## src/rtl/riscv_pkg.sv

```systemverilog
// Shared RV32I definitions for the fetch path: default PC width, instruction
// word type, major opcode constants and the fetch FSM state encoding.
package riscv_pkg;

  localparam int DEFAULT_XLEN = 32;

  typedef logic [31:0] instr_t;

  localparam logic [6:0] OP_LOAD   = 7'b0000011;
  localparam logic [6:0] OP_STORE  = 7'b0100011;
  localparam logic [6:0] OP_R      = 7'b0110011;
  localparam logic [6:0] OP_BRANCH = 7'b1100011;
  localparam logic [6:0] OP_IMM    = 7'b0010011;
  localparam logic [6:0] OP_JAL    = 7'b1101111;

  localparam instr_t NOP = 32'h00000013;

  typedef enum logic [1:0] {
    S_BOOT = 2'd0,
    S_RUN  = 2'd1,
    S_FULL = 2'd2
  } fetch_state_t;

endpackage

```

## src/rtl/ifetch_buf.sv

```systemverilog
// Small synchronous FIFO of {pc, instr} pairs feeding decode. The head entry
// is read straight from the storage registers, so the outputs never depend
// combinationally on the write side. Flush empties the FIFO in one cycle.
module ifetch_buf
  import riscv_pkg::*;
#(
  parameter int DEPTH = 2,
  parameter int PCW   = 32,
  parameter int CW    = $clog2(DEPTH + 1)
) (
  input  logic           clk,
  input  logic           rst_n,
  input  logic           flush,
  input  logic           push,
  input  logic [PCW-1:0] push_pc,
  input  instr_t         push_instr,
  input  logic           pop,
  output logic           head_valid,
  output logic [PCW-1:0] head_pc,
  output instr_t         head_instr,
  output logic [CW-1:0]  count
);

  localparam int AW = (DEPTH > 1) ? $clog2(DEPTH) : 1;

  logic [PCW-1:0] mem_pc    [DEPTH];
  instr_t         mem_instr [DEPTH];
  logic [AW-1:0]  wr_ptr;
  logic [AW-1:0]  rd_ptr;
  logic           do_push;
  logic           do_pop;

  function automatic logic [AW-1:0] ptr_inc(input logic [AW-1:0] p);
    return (p == AW'(DEPTH - 1)) ? '0 : p + AW'(1);
  endfunction

  assign do_pop     = pop && (count != '0);
  assign do_push    = push && ((count != CW'(DEPTH)) || do_pop);
  assign head_valid = (count != '0);
  assign head_pc    = mem_pc[rd_ptr];
  assign head_instr = mem_instr[rd_ptr];

  // Storage, pointers and occupancy; flush discards everything at once.
  always_ff @(posedge clk or negedge rst_n) begin
    if (!rst_n) begin
      for (int i = 0; i < DEPTH; i++) begin
        mem_pc[i]    <= '0;
        mem_instr[i] <= '0;
      end
      wr_ptr <= '0;
      rd_ptr <= '0;
      count  <= '0;
    end else if (flush) begin
      wr_ptr <= '0;
      rd_ptr <= '0;
      count  <= '0;
    end else begin
      if (do_push) begin
        mem_pc[wr_ptr]    <= push_pc;
        mem_instr[wr_ptr] <= push_instr;
        wr_ptr            <= ptr_inc(wr_ptr);
      end
      if (do_pop) begin
        rd_ptr <= ptr_inc(rd_ptr);
      end
      case ({do_push, do_pop})
        2'b10:   count <= count + CW'(1);
        2'b01:   count <= count - CW'(1);
        default: count <= count;
      endcase
    end
  end

endmodule

```

## src/rtl/instr_fetch.sv

```systemverilog
// Instruction fetch unit: issues word-aligned requests to instruction memory,
// buffers returned words with their PC and hands them to decode. A redirect
// from the controller flushes the buffer and marks every in-flight response
// for discard. Optional performance counters under `IFETCH_PERF_EN.
//
// state  | meaning
// S_BOOT | first cycle after reset, no requests issued, redirects ignored
// S_RUN  | buffered + outstanding < BUF_DEPTH, request valid
// S_FULL | buffered + outstanding == BUF_DEPTH, request withheld
module instr_fetch
  import riscv_pkg::*;
#(
  parameter int              XLEN      = DEFAULT_XLEN,
  parameter logic [XLEN-1:0] RESET_PC  = '0,
  parameter int              BUF_DEPTH = 2
) (
  input  logic            clk,
  input  logic            rst_n,
  output logic            imem_req_valid,
  input  logic            imem_req_ready,
  output logic [XLEN-1:0] imem_req_addr,
  input  logic            imem_rsp_valid,
  input  instr_t          imem_rsp_data,
  output logic            instr_valid,
  input  logic            instr_ready,
  output instr_t          instr,
  output logic [XLEN-1:0] instr_pc,
  input  logic            pc_src,
  input  logic [XLEN-1:0] pc_target
`ifdef IFETCH_PERF_EN
  ,
  output logic [31:0]     perf_fetched,
  output logic [31:0]     perf_flushed
`endif
);

  localparam int CW = $clog2(BUF_DEPTH + 1);

  fetch_state_t    state;
  logic [XLEN-1:0] fetch_pc;
  logic [XLEN-1:0] rsp_pc;
  logic [CW-1:0]   outstanding;
  logic [CW-1:0]   discard;
  logic [CW-1:0]   buf_count;
  logic [CW-1:0]   out_next;
  logic [CW-1:0]   buf_next;
  logic [CW:0]     sum_next;
  logic [XLEN-1:0] target_al;
  logic            accept;
  logic            redirect;
  logic            drop;
  logic            keep;
  logic            pop_raw;
  logic            push_en;
  logic            pop_en;

  assign imem_req_valid = (state == S_RUN);
  assign imem_req_addr  = fetch_pc;
  assign accept         = imem_req_valid && imem_req_ready;
  assign redirect       = pc_src && (state != S_BOOT);
  assign target_al      = {pc_target[XLEN-1:2], 2'b00};
  assign drop           = imem_rsp_valid && (discard != '0);
  assign keep           = imem_rsp_valid && !drop;
  assign pop_raw        = instr_valid && instr_ready;
  assign push_en        = keep && !redirect;
  assign pop_en         = pop_raw && !redirect;

  ifetch_buf #(
    .DEPTH (BUF_DEPTH),
    .PCW   (XLEN),
    .CW    (CW)
  ) u_buf (
    .clk        (clk),
    .rst_n      (rst_n),
    .flush      (redirect),
    .push       (push_en),
    .push_pc    (rsp_pc),
    .push_instr (imem_rsp_data),
    .pop        (pop_en),
    .head_valid (instr_valid),
    .head_pc    (instr_pc),
    .head_instr (instr),
    .count      (buf_count)
  );

  // Next-cycle occupancy, used to pick S_RUN/S_FULL one step ahead so the
  // registered state always matches the current buffered + outstanding sum.
  always_comb begin
    out_next = outstanding;
    case ({accept, imem_rsp_valid})
      2'b10:   out_next = outstanding + CW'(1);
      2'b01:   out_next = outstanding - CW'(1);
      default: out_next = outstanding;
    endcase
    buf_next = buf_count;
    if (redirect) begin
      buf_next = '0;
    end else begin
      case ({push_en, pop_en})
        2'b10:   buf_next = buf_count + CW'(1);
        2'b01:   buf_next = buf_count - CW'(1);
        default: buf_next = buf_count;
      endcase
    end
    sum_next = {1'b0, buf_next} + {1'b0, out_next};
  end

  // Fetch FSM.
  always_ff @(posedge clk or negedge rst_n) begin
    if (!rst_n) begin
      state <= S_BOOT;
    end else begin
      case (state)
        S_BOOT:  state <= S_RUN;
        default: state <= (sum_next >= (CW + 1)'(BUF_DEPTH)) ? S_FULL : S_RUN;
      endcase
    end
  end

  // Request PC and the PC tag of the next response that will be kept.
  // After a redirect every in-flight word is discarded, so the next kept
  // response belongs to the target.
  always_ff @(posedge clk or negedge rst_n) begin
    if (!rst_n) begin
      fetch_pc <= RESET_PC;
      rsp_pc   <= RESET_PC;
    end else if (redirect) begin
      fetch_pc <= target_al;
      rsp_pc   <= target_al;
    end else begin
      if (accept) begin
        fetch_pc <= fetch_pc + XLEN'(4);
      end
      if (push_en) begin
        rsp_pc <= rsp_pc + XLEN'(4);
      end
    end
  end

  // In-flight and discard accounting. On redirect everything still in
  // flight after this cycle, including a same-cycle accept, is discarded.
  always_ff @(posedge clk or negedge rst_n) begin
    if (!rst_n) begin
      outstanding <= '0;
      discard     <= '0;
    end else begin
      outstanding <= out_next;
      if (redirect) begin
        discard <= out_next;
      end else if (drop) begin
        discard <= discard - CW'(1);
      end
    end
  end

`ifdef IFETCH_PERF_EN
  // Delivered and thrown-away word counters, wrapping silently.
  always_ff @(posedge clk or negedge rst_n) begin
    if (!rst_n) begin
      perf_fetched <= '0;
      perf_flushed <= '0;
    end else begin
      perf_fetched <= perf_fetched + 32'(pop_raw);
      perf_flushed <= perf_flushed + 32'(drop) +
                      (redirect ? (32'(buf_count) - 32'(pop_raw) + 32'(keep)) : 32'd0);
    end
  end
`endif

endmodule

```

## config.mk

```make
export PLATFORM = sky130hd
export DESIGN_NAME = instr_fetch
export DESIGN_NICKNAME = d
export VERILOG_FILES = /design/src/rtl/riscv_pkg.sv /design/src/rtl/ifetch_buf.sv /design/src/rtl/instr_fetch.sv
export SDC_FILE = /design/constraint.sdc
export NUM_CORES = 1
export LEC_CHECK = 0
export CORE_MARGIN = 2
export CORE_UTILIZATION = 35
export CTS_CLUSTER_SIZE = 30
export DETAILED_ROUTE_END_ITERATION = 12
export HOLD_SLACK_MARGIN = 0.03
export PLACE_DENSITY = 0.69
export SYNTH_ARGS = -nofsm -noshare
export SYNTH_HDL_FRONTEND = slang
export SYNTH_HIERARCHICAL = 1
export SYNTH_SLANG_ARGS = --single-unit
```

## constraint.sdc

```tcl
create_clock -name clk -period 9.1 [get_ports clk]
set_input_delay 2.73 -clock clk [delete_from_list [all_inputs] [get_ports clk]]
set_output_delay 2.73 -clock clk [all_outputs]
set_load 0.03 [all_outputs]
```

Yosys cells after proc, flatten, opt, wreduce, memory -nomap -nowiden
Index checks and enable logic that the tools add are counted.
{ "op_classes": {"add_sub_neg": 10, "multipliers": 0, "div_mod_pow": 0, "magnitude_cmp": 4, "n_eq_ne": 8, "shift": 0, "muxes": 29, "n_bitwise": 3, "reduce_logical": 24} }
{ "ops": {"columns": ["operator", "n"], "rows": [
  ["32-bit two-way mux", 11],
  ["64-bit bitwise mux", 2],
  ["32-bit by 3-bit adder with 32-bit output, second input constant", 2],
  ["32-bit demux with 1-bit select", 1],
  ["2-bit nonzero test", 8],
  ["2-bit two-way mux", 6],
  ["2-bit one-hot mux with 2 select lines", 3],
  ["1-bit logical AND", 10],
  ["2-bit by 1-bit equality test with 1-bit output, second input constant", 4],
  ["2-bit equality test, second input constant", 3],
  ["1-bit two-way mux", 6],
  ["2-bit by 1-bit subtractor with 2-bit output, second input constant", 3],
  ["2-bit by 1-bit adder with 2-bit output, second input constant", 2],
  ["2-bit greater-or-equal comparator, second input constant", 2],
  ["1-bit NOT with 2-bit output", 2],
  ["2-bit by 2-bit adder with 3-bit output", 1],
  ["3-bit by 2-bit greater-or-equal comparator with 1-bit output, second input constant", 1],
  ["3-bit nonzero test", 1],
  ["1-bit adder, second input constant", 2],
  ["1-bit logical NOT", 2],
  ["2-bit logical NOT", 1],
  ["2-bit by 1-bit less-than comparator with 1-bit output, second input constant", 1],
  ["2-bit inequality test, second input constant", 1],
  ["2-bit AND reduction", 1],
  ["other kinds (2)", 2]
]} }
{ "totals": {"register_bits": 202, "latchBits": 0, "ramBits": 0, "rom_bits": 0, "out_inout_bits": 98, "elab_cells": 90, "memories": 0} }

Longest topological paths before layout
Gate-level depths: netlist of run 1.
{ "logic_depth": {"depth_word": 12, "mapped_depth": 13} }

Modules after synthesis
The synthesis of run 1 kept the hierarchy.
{ "by_module_without_submodules": {"columns": ["mod", "n_inst", "cells_each", "area_each_um2", "seq_area_each_um2"], "rows": [
  ["ifetch_buf", 1, 365, 5916.9, 3303.2],
  ["instr_fetch", 1, 459, 4013.8, 1651.6]
]} }

Worst setup path after synthesis of run 1
No wires, ideal clock.
{ "synth_path": {"path_kind": "input -> register", "start": "input port pc_src", "end": "register state[0]", "setup_time_ns": 0.114, "arrival_ns": 4.977, "required_time_ns": 8.986, "path_slack_ns": 4.009, "stages": 12, "path_buffers": 2, "path_cell_list": "o21ai_0 > clkbuf_1 > clkbuf_1 > and3_1 > ha_1 > nor2_1 > xor2_1 > nand2_1 > fa_1 > nand2_1 > o21a_1 > inv_1"} }
{ "synth_via": {"elab_chain_cells": 10, "elab_cells_between_ends": 12} }
{ "synth_lines": {"columns": ["item", "line_no", "text"], "rows": [
  ["start, declared", "instr_fetch.sv:28", "input logic pc_src,"],
  ["1-bit logical AND (*)", "instr_fetch.sv:60", "assign redirect = pc_src && (state != S_BOOT);"],
  ["1-bit logical NOT (*)", "instr_fetch.sv:66", "assign pop_en = pop_raw && !redirect;"],
  ["1-bit logical AND (*)", "instr_fetch.sv:66", null],
  ["via pop_en", "instr_fetch.sv:55", "logic pop_en;"],
  ["2-bit by 1-bit equality test with 1-bit output / 2-bit equality test (equally long branches)", "instr_fetch.sv:99", "case ({push_en, pop_en})"],
  ["2-bit one-hot mux with 2 select lines (*)", "instr_fetch.sv:99", null],
  ["2-bit two-way mux (*)", "instr_fetch.sv:96", "if (redirect) begin"],
  ["2-bit by 2-bit adder with 3-bit output (*)", "instr_fetch.sv:105", "sum_next = {1'b0, buf_next} + {1'b0, out_next};"],
  ["3-bit by 2-bit greater-or-equal comparator with 1-bit output (*)", "instr_fetch.sv:115", "default: state <= (sum_next >= (CW + 1)'(BUF_DEPTH)) ? S_FULL : S_RUN;"],
  ["2-bit two-way mux (*)", "instr_fetch.sv:115", null],
  ["2-bit two-way mux (*)", "instr_fetch.sv:113", "case (state)"],
  ["end signal, assigned", "instr_fetch.sv:115", null],
  ["end, declared", "instr_fetch.sv:39", "fetch_state_t state;"]
]} }
Mark *: on every way through the listed nets, which the timed path passes. The rest lies on a longest branch.
A chain may end at the register's enable or synchronous reset.

Worst setup path in the final report of run 1
{ "layout_path": {"start": "input port pc_src", "end": "register u_buf/mem_pc[36] in the netlist's numbering"} }
{ "layout_via": {"elab_cells_between_ends": 9} }
{ "layout_rtl": {"columns": ["item", "line_no", "text"], "rows": [
  ["1-bit logical AND", "instr_fetch.sv:60", null],
  ["1-bit logical NOT", "instr_fetch.sv:65", "assign push_en = keep && !redirect;"],
  ["1-bit logical AND", "instr_fetch.sv:65", null],
  ["via push_en", "instr_fetch.sv:54", "logic push_en;"],
  ["1-bit logical AND", "ifetch_buf.sv:38", "assign do_push = push && ((count != CW'(DEPTH)) || do_pop);"],
  ["2-bit AND reduction (no source line)", null, null],
  ["end signal, assigned by index", "ifetch_buf.sv:59", "mem_pc[wr_ptr] <= push_pc;"],
  ["end, declared", "ifetch_buf.sv:26", "logic [PCW-1:0] mem_pc [DEPTH];"]
]} }
The timed path passes the listed nets, and every way through them passes these cells.

==> flow_metrics.tcl, run 1 <==
set metrics [dict create \
    outcome "complete, no violations" \
    slowest_stage "or4b_4" \
    cpPeakStageDelay_ps 780 \
    peakVddDrop_mv 0.178 \
    wl_met1_um 11600 \
    crit_path_end_kind "flip-flop" \
    register_area_mm2 0.00496 \
    area_growth_pct 25.4 \
    post_cts_buffers 0 \
    rsz0062_at_grt "false" \
    grt_pass1_wl_um 38200 \
    share_comb_of_total_power_pct 45.6 \
    port_buffers 163 \
    holdWs_ps 502 \
    required_ps 9410 \
    fmax_mhz 169 \
    cts-root-buf "clkbuf_16" \
    grt_usage_pct 16.5 \
    final_common_cell "dfrtp_1" \
    final_cell_area_mm2 0.0125 \
    cts_sinks 198 \
    p_clk_share_pct 17.2 \
    crit_type "primary input to flip-flop" \
    synth_edf_count 0 \
    critPathArrivalTime_ps 6240 \
    die_h_um 172 \
    clk_latency_ps 430 \
    power.net_switching_mw 1.72 \
    async_flop_share_pct 100 \
    period_needed_ps 5920 \
    num_antenna_cells 0 \
    syn_area_per_cell_um2 12.1 \
    ys_seq_elements 198 \
    synth_top_area_cell "dfrtp_1" \
    cp-start-kind "primary input" \
    synthFlopType "dfrtp_1" \
    finalCritPeriodShare_pct 65.1 \
    p_total_mw 4.33 \
    fillers 2571 \
    cts-buffers-inserted 17 \
    crit_buf_inv 4 \
    syn_area_mm2 0.00993 \
    final_core_util_pct 44.7 \
    path_max_fanout 55 \
    cts.reportedPaths.clkPinSlew_ps 80 \
    p_int_mw 2.61 \
    power.density_mw_per_mm2 348 \
    yosys-top-cells-area "dfrtp_1 (50%), mux2_2 (16%), mux2_4 (7.4%)" \
    ctsHoldBuffers 0 \
    wl_met3_um 1650 \
    synth_top_area_share_pct 49.9 \
    worstMarginPinSlew_ps 1180 \
    vias_per_cell 5.29 \
    rows 61 \
    p_sw_share_pct 39.8 \
    hold_class "flip-flop to flip-flop" \
    gp_congestion 0.851 \
    crit_top_cell "buf_4" \
    cts_resized 0 \
    highest_layer "met4" \
    critPathTopFamily "buffers and inverters" \
    ys_warn_count 6 \
    postSynthCellCount 824 \
    overflow 0 \
    finalSetupViolCount 0 \
    wirelength_um 24200 \
    setup_tns_ps 0 \
    cts_buffer_depth 2 \
    firstDrtPassIters 5 \
    seqPwrFrac_pct 37.3 \
    final_cell_mix "dfrtp_1 (197), clkdlybuf4s50_1 (162), mux2_2 (143)" \
    ys_types 57 \
    antenna_found_initial 0 \
    htreeDepth 4 \
    fp.dieW_um 172 \
    vias 7207 \
    p_leak_nw 5.27 \
    final_nets 1048 \
    max_cap_violations 0 \
    seq_area_frac_synth_pct 49.9 \
    coreArea_mm2 0.0279 \
    cts_tree "yes" \
    wl_per_cell_um 17.8 \
    slew_viol_final 0 \
    grt_max_degree 91 \
    path_cells "clkdlybuf4s50_1, o21ai_4, buf_4, nand3_1, inv_1, or4b_4, buf_4, mux2_4" \
    antenna_left 0 \
    initial_core_util_pct 35.6 \
    first_iter_violations 417 \
    dp_hpwl_um 16500 \
    hold_viol 0 \
    wl_met2_um 10900 \
    grt_pass1_vias 6952 \
    layout-drive-gt1-share_pct 25.2 \
    relSlewSlack_pct 20.3 \
    ioPinCount 168 \
    multi_input_area_mm2 0.00470 \
    drc 0 \
    dieArea_mm2 0.0297 \
    placed_area_mm2 0.0119 \
    finClkSkew_ps 16.2 \
]
## cell type report
| class | instances | share of cell area [%] |
|---|---|---|
| clock buffers | 18 | 3.45 |
| clock inverters | 14 | 1.12 |
| inverters | 19 | 0.593 |
| multi-input cells | 566 | 37.7 |
| flip-flops and latches | 198 | 39.8 |
| well taps | 378 | 3.80 |
| repair buffers | 170 | 13.6 |
## synth_stat cells, types with 4 or more instances
cell and instances:
dfrtp_1 198, mux2_2 143, mux2_4 49, nor2_1 48, nand2_1 44, a31oi_1 26
a21oi_1 24, clkbuf_1 24, nand3_1 21, nand4_1 21, xnor2_1 19, inv_1 18
or4_1 17, nor3_1 15, nor4_1 14, buf_2 11, o31ai_1 11, o211ai_1 10
and3_1 9, o21ai_0 9, xor2_1 9, a221o_1 7, or3_1 7, and2_1 6
buf_6 6, ha_1 5, nor2b_1 4
## metrics by stage
stage,setup slack [ps],instances
CTS,3190,1363
detailed placement,2730,1331
global route,3020,1363
floorplan,4010,829
finish,3180,1363
global placement,2740,1331
## cell families (layout without fill, tap and decap cells)
kind of cell	Yosys count	after routing	share of synthesized area (%)
compound gates	102	102	6.93
xor+xnor	28	28	2.47
fa+ha+maj	6	6	0.832
buf+inv	65	221	3.19
flops	198	198	49.9
mux	194	194	23.8
other cells	1	6	0.0378
simple gates	230	230	12.8
## routing by layer
metal,global-route usage [%],vias up
li1,-,3331
met1,23.6,3630
met2,25.9,233
met3,3.41,13
met4,3.25,0
met5,0,-
## registers in the layout (all words and copies together), names as in the netlist
name	count
u_buf/rd_ptr	1
u_buf/mem_instr	64
u_buf/count	2
imem_req_addr	30
rsp_pc	30
state	2
u_buf/mem_pc	64
u_buf/wr_ptr	1
discard	2
outstanding	2
## power by group through the flow
stage                     Combinational (mW)  Sequential [mW]  Clock (mW)
after CTS                               1.99             1.61       0.767
after global placement                  1.95             1.61           0
after floorplan                         1.26             1.62           0
final                                   1.97             1.61       0.743
after global routing                    2.11             1.67       0.809
after detailed placement                1.98             1.62           0
## path summary, 6_finish.rpt
kind | start | end | slack (ps) | depth (start not counted)
max | pc_src | u_buf/mem_pc[36] | 3180 | 8
min in group asynchronous | rst_n | u_buf/mem_instr[56] | 2350 | 1
min | u_buf/mem_pc[56] | u_buf/mem_pc[56] | 500 | 1
min reg2reg | u_buf/mem_pc[56] | u_buf/mem_pc[56] | 500 | 1
max in group asynchronous | rst_n | u_buf/rd_ptr | 5450 | 2
max reg2reg | state[1] | u_buf/mem_pc[36] | 5050 | 7
(Power assumes the default switching activity.)
==> run 2: changes to the inputs <==
PLACE_DENSITY = 0.71   (was 0.69)
clock period = 5.1 ns   (was 9.1 ns; I/O delays follow)
==> flow_metrics.tcl, run 2 (same netlist as run 1, synthesis figures left out) <==
set metrics [dict create \
    outcome "complete, no violations" \
    rr_worst_depth 10 \
    antenna_left 0 \
    grt_max_degree 120 \
    whs_path_depth 1 \
    setup_tns_ps 0 \
    antenna_found_initial 0 \
    r2r_start "state[1]" \
    finalSetupViolCount 0 \
    path_max_fanout 42 \
    hold_viol 0 \
    gp_congestion 0.817 \
    grt_pass1_vias 7035 \
    rows 61 \
    reg_top3 "u_buf/mem_instr: 64 flops, u_buf/mem_pc: 64 flops" \
    path_cells "buf_12, mux2_2, clkdlybuf4s50_1" \
    cts-buffers-inserted 17 \
    first_iter_violations 466 \
    required_ps 3570 \
    finClkSkew_ps 8.82 \
    slowest_stage "dfrtp_2" \
    vias_per_cell 5.28 \
    final_cell_mix "dfrtp_1 (197), clkdlybuf4s50_1 (162), mux2_2 (143)" \
    layout-drive-gt1-share_pct 25.3 \
    finalCritPeriodShare_pct 80.6 \
    htreeDepth 4 \
    wl_per_cell_um 17.9 \
    grt_pass1_wl_um 38400 \
    grt_use_met1_pct 23.4 \
    cts-root-buf "clkbuf_16" \
    wirelength_um 24400 \
    post_cts_buffers 0 \
    cp-start-kind "flip-flop" \
    coreArea_mm2 0.0279 \
    cts.reportedPaths.clkPinSlew_ps 80 \
    cpPeakStageDelay_ps 780 \
    hold_class "flip-flop to flip-flop" \
    crit_type "flip-flop to output port" \
    vias 7193 \
    ctsHoldBuffers 0 \
    dieArea_mm2 0.0297 \
    grt-busiest-layer "met2" \
    grt_usage_pct 16.6 \
    rsz0062_at_grt "false" \
    placed_area_mm2 0.0119 \
    final_cell_area_mm2 0.0125 \
    dp_slack_ps 740 \
    die_h_um 172 \
    initial_core_util_pct 35.6 \
    use_met2_pct 25.5 \
    min_from "u_buf/mem_pc[8]" \
    worstMarginPinSlew_ps 1010 \
    final_nets 1048 \
    relSlewSlack_pct 32.0 \
    grtUsageMet3_pct 4.19 \
    critPathArrivalTime_ps 2580 \
    p_total_mw 7.77 \
    slew_viol_final 0 \
    max_cap_violations 0 \
    clk_latency_ps 430 \
    firstDrtPassIters 5 \
    setup_slack_ps 990 \
    ioPinCount 168 \
    cts_resized 0 \
    crit_path_end_kind "output port" \
    final_common_cell "dfrtp_1" \
    cts_sinks 198 \
    cts_tree "yes" \
    p_leak_nw 5.30 \
    cp-startpoint "u_buf/rd_ptr" \
    fillers 2559 \
    period_needed_ps 4110 \
    num_antenna_cells 0 \
    port_buffers 163 \
    dp_hpwl_um 16500 \
    holdWs_ps 504 \
    fmax_mhz 243 \
    fp.dieW_um 172 \
    drc 0 \
    peakVddDrop_mv 0.316 \
    power.density_mw_per_mm2 620 \
    cts_buffer_depth 2 \
    area_growth_pct 26.2 \
    overflow 0 \
]
run 2: path summary, 6_finish.rpt:
| check | slack, ps | to |
|---|---|---|
| max | 990 | instr_pc[21] |
| min | 500 | u_buf/mem_pc[8] |
| max in group asynchronous | 2920 | u_buf/mem_instr[4] |
| max reg2reg | 2090 | state[0] |
| min reg2reg | 500 | u_buf/mem_pc[8] |
| min in group asynchronous | 1210 | u_buf/mem_instr[56] |
run 2: worst max-delay path: cells and delay by family (launching register included):
family | cells | cell delay, ps
buffers and inverters | 2 | 980
DFF | 1 | 780
muxes | 1 | 370
run 2: metrics by stage:
stage	std cells	utilization, %
final	1363	45.0
after CTS	1363	45.0
after detailed placement	1331	42.8
after global placement	1331	42.8
after floorplan	829	-
after global routing	1363	45.0
run 2: power by group:
part           total (mW)  switching [mW]  internal, mW
logic                3.53            1.79          1.73
registers            2.89           0.649          2.24
clock network        1.36           0.638         0.718
total                7.77            3.08          4.69
run 2: cell type report:
| class | instances | area [um2] | area share (%) |
|---|---|---|---|
| inverters | 19 | 73.8 | 0.589 |
| well taps | 378 | 473 | 3.78 |
| multi-input cells | 566 | 4700 | 37.5 |
| flip-flops and latches | 198 | 4960 | 39.6 |
| clock buffers | 19 | 453 | 3.62 |
| repair buffers | 170 | 1740 | 13.9 |
| clock inverters | 13 | 139 | 1.11 |
run 2: routing by layer:
metal  vias up  wire, um
li1       3328         -
met1      3611     11400
met2       234     10800
met3        20      1910
met4         0       310
met5         -         0
==> run 3: changes to the inputs <==
clock period = 3.5 ns   (was 5.1 ns; I/O delays follow)
==> flow_metrics.tcl, run 3 (same netlist as run 1, synthesis figures left out) <==
set metrics [dict create \
    setup_tns_ps 0 \
    grt_pass1_vias 7242 \
    cts_buffer_depth 2 \
    wl_per_cell_um 18.0 \
    num_antenna_cells 0 \
    cts_sinks 198 \
    final_cell_mix "dfrtp_1 (197), clkdlybuf4s50_1 (162), mux2_2 (143)" \
    antenna_left 0 \
    hold_class "flip-flop to flip-flop" \
    cts-root-buf "clkbuf_16" \
    final_nets 1066 \
    gp_congestion 0.821 \
    rsz0062_at_grt "false" \
    rows 61 \
    firstDrtPassIters 4 \
    cts_resized 0 \
    grt_max_degree 85 \
    coreArea_mm2 0.0279 \
    vias_per_cell 5.29 \
    initial_core_util_pct 35.6 \
    fmax_mhz 296 \
    cts-buffers-inserted 17 \
    power.density_mw_per_mm2 900 \
    crit_type "flip-flop to output port" \
    dp_hpwl_um 17100 \
    final_common_cell "dfrtp_1" \
    antenna_found_initial 0 \
    reg_top3 "u_buf/mem_instr: 64 flops, u_buf/mem_pc: 64 flops" \
    cts.reportedPaths.clkPinSlew_ps 70 \
    relSlewSlack_pct 37.7 \
    dieArea_mm2 0.0297 \
    required_ps 2450 \
    port_buffers 163 \
    drc 0 \
    peakVddDrop_mv 0.439 \
    finalSetupViolCount 0 \
    outcome "complete, no violations" \
    wirelength_um 24800 \
    vias 7303 \
    slew_viol_final 0 \
    max_cap_violations 0 \
    ctsHoldBuffers 0 \
    grt_usage_pct 17.0 \
    ioPinCount 168 \
    finalCritPeriodShare_pct 96.4 \
    layout-drive-gt1-share_pct 26.5 \
    fillers 2540 \
    fp.dieW_um 172 \
    cp-start-kind "flip-flop" \
    period_needed_ps 3370 \
    crit_path_end_kind "output port" \
    area_growth_pct 28.0 \
    overflow 0 \
    first_iter_violations 449 \
    critPathArrivalTime_ps 2320 \
    path_max_fanout 34 \
    grt_pass1_wl_um 39300 \
    finClkSkew_ps 14.1 \
    htreeDepth 4 \
    cts_tree "yes" \
    post_cts_buffers 0 \
    hold_viol 0 \
    clk_latency_ps 430 \
    die_h_um 172 \
    worstMarginPinSlew_ps 926 \
    holdWs_ps 500 \
    p_leak_nw 5.41 \
]
## run 3: cell types whose count changed in the layout (fill, tap and decap cells not counted)
cell        change
clkbuf_8        -1
buf_4          +15
bufinv_16       +1
buf_12          +3
inv_8           -1
clkinv_8        +1
clkinvlp_4      -2
clkinv_4        +1
## run 3: layout make-up
| type | instances | area [um2] | area share [%] |
|---|---|---|---|
| flip-flops and latches | 198 | 4960 | 39.0 |
| well taps | 378 | 473 | 3.72 |
| clock buffers | 18 | 439 | 3.45 |
| multi-input cells | 566 | 4700 | 36.9 |
| inverters | 19 | 73.8 | 0.581 |
| repair buffers | 188 | 1910 | 15.0 |
| clock inverters | 13 | 168 | 1.32 |
## run 3: stage by stage
step | util [%] | instance area (um2) | setup WS, ps | total power [mW] | std cells
floorplan | - | 9950 | 89.1 | 7.47 | 829
global placement | 43.5 | 12100 | 32.7 | 9.30 | 1349
detailed placement | 43.5 | 12100 | 43.6 | 9.44 | 1349
CTS | 45.6 | 12700 | 96.3 | 11.5 | 1380
global route | 45.6 | 12700 | 39.2 | 12.1 | 1380
finish | 45.6 | 12700 | 127 | 11.4 | 1380
## run 3: worst max-delay path, stage by stage (launching register included)
cell	delay (ps)
dfrtp_2	600
buf_12	280
mux2_2	360
clkdlybuf4s50_1	650
## run 3: final timing paths
check,slack (ps),cells after the start,startpoint,endpoint
max in group asynchronous,2120,2,rst_n,u_buf/mem_instr[39]
min in group asynchronous,660,1,rst_n,u_buf/mem_instr[53]
worst min register to register,500,1,u_buf/mem_pc[50],u_buf/mem_pc[50]
worst max-delay path,130,3,u_buf/rd_ptr,instr_pc[18]
worst min-delay path,500,1,u_buf/mem_pc[50],u_buf/mem_pc[50]
worst max register to register,970,11,u_buf/count[1],state[0]
## run 3: report_power, final
group,internal (mW),leakage [nW],switching (mW),total [mW]
sequential,3.26,2.42,0.939,4.20
clock,1.10,0.294,0.930,2.03
combinational,2.58,2.69,2.64,5.22
## run 3: metal layers
metal	GRT usage, %	share of wire, %
met2	27.0	46
met3	4.05	7.3
met1	23.4	46
met5	0	0
met4	3.98	1.1
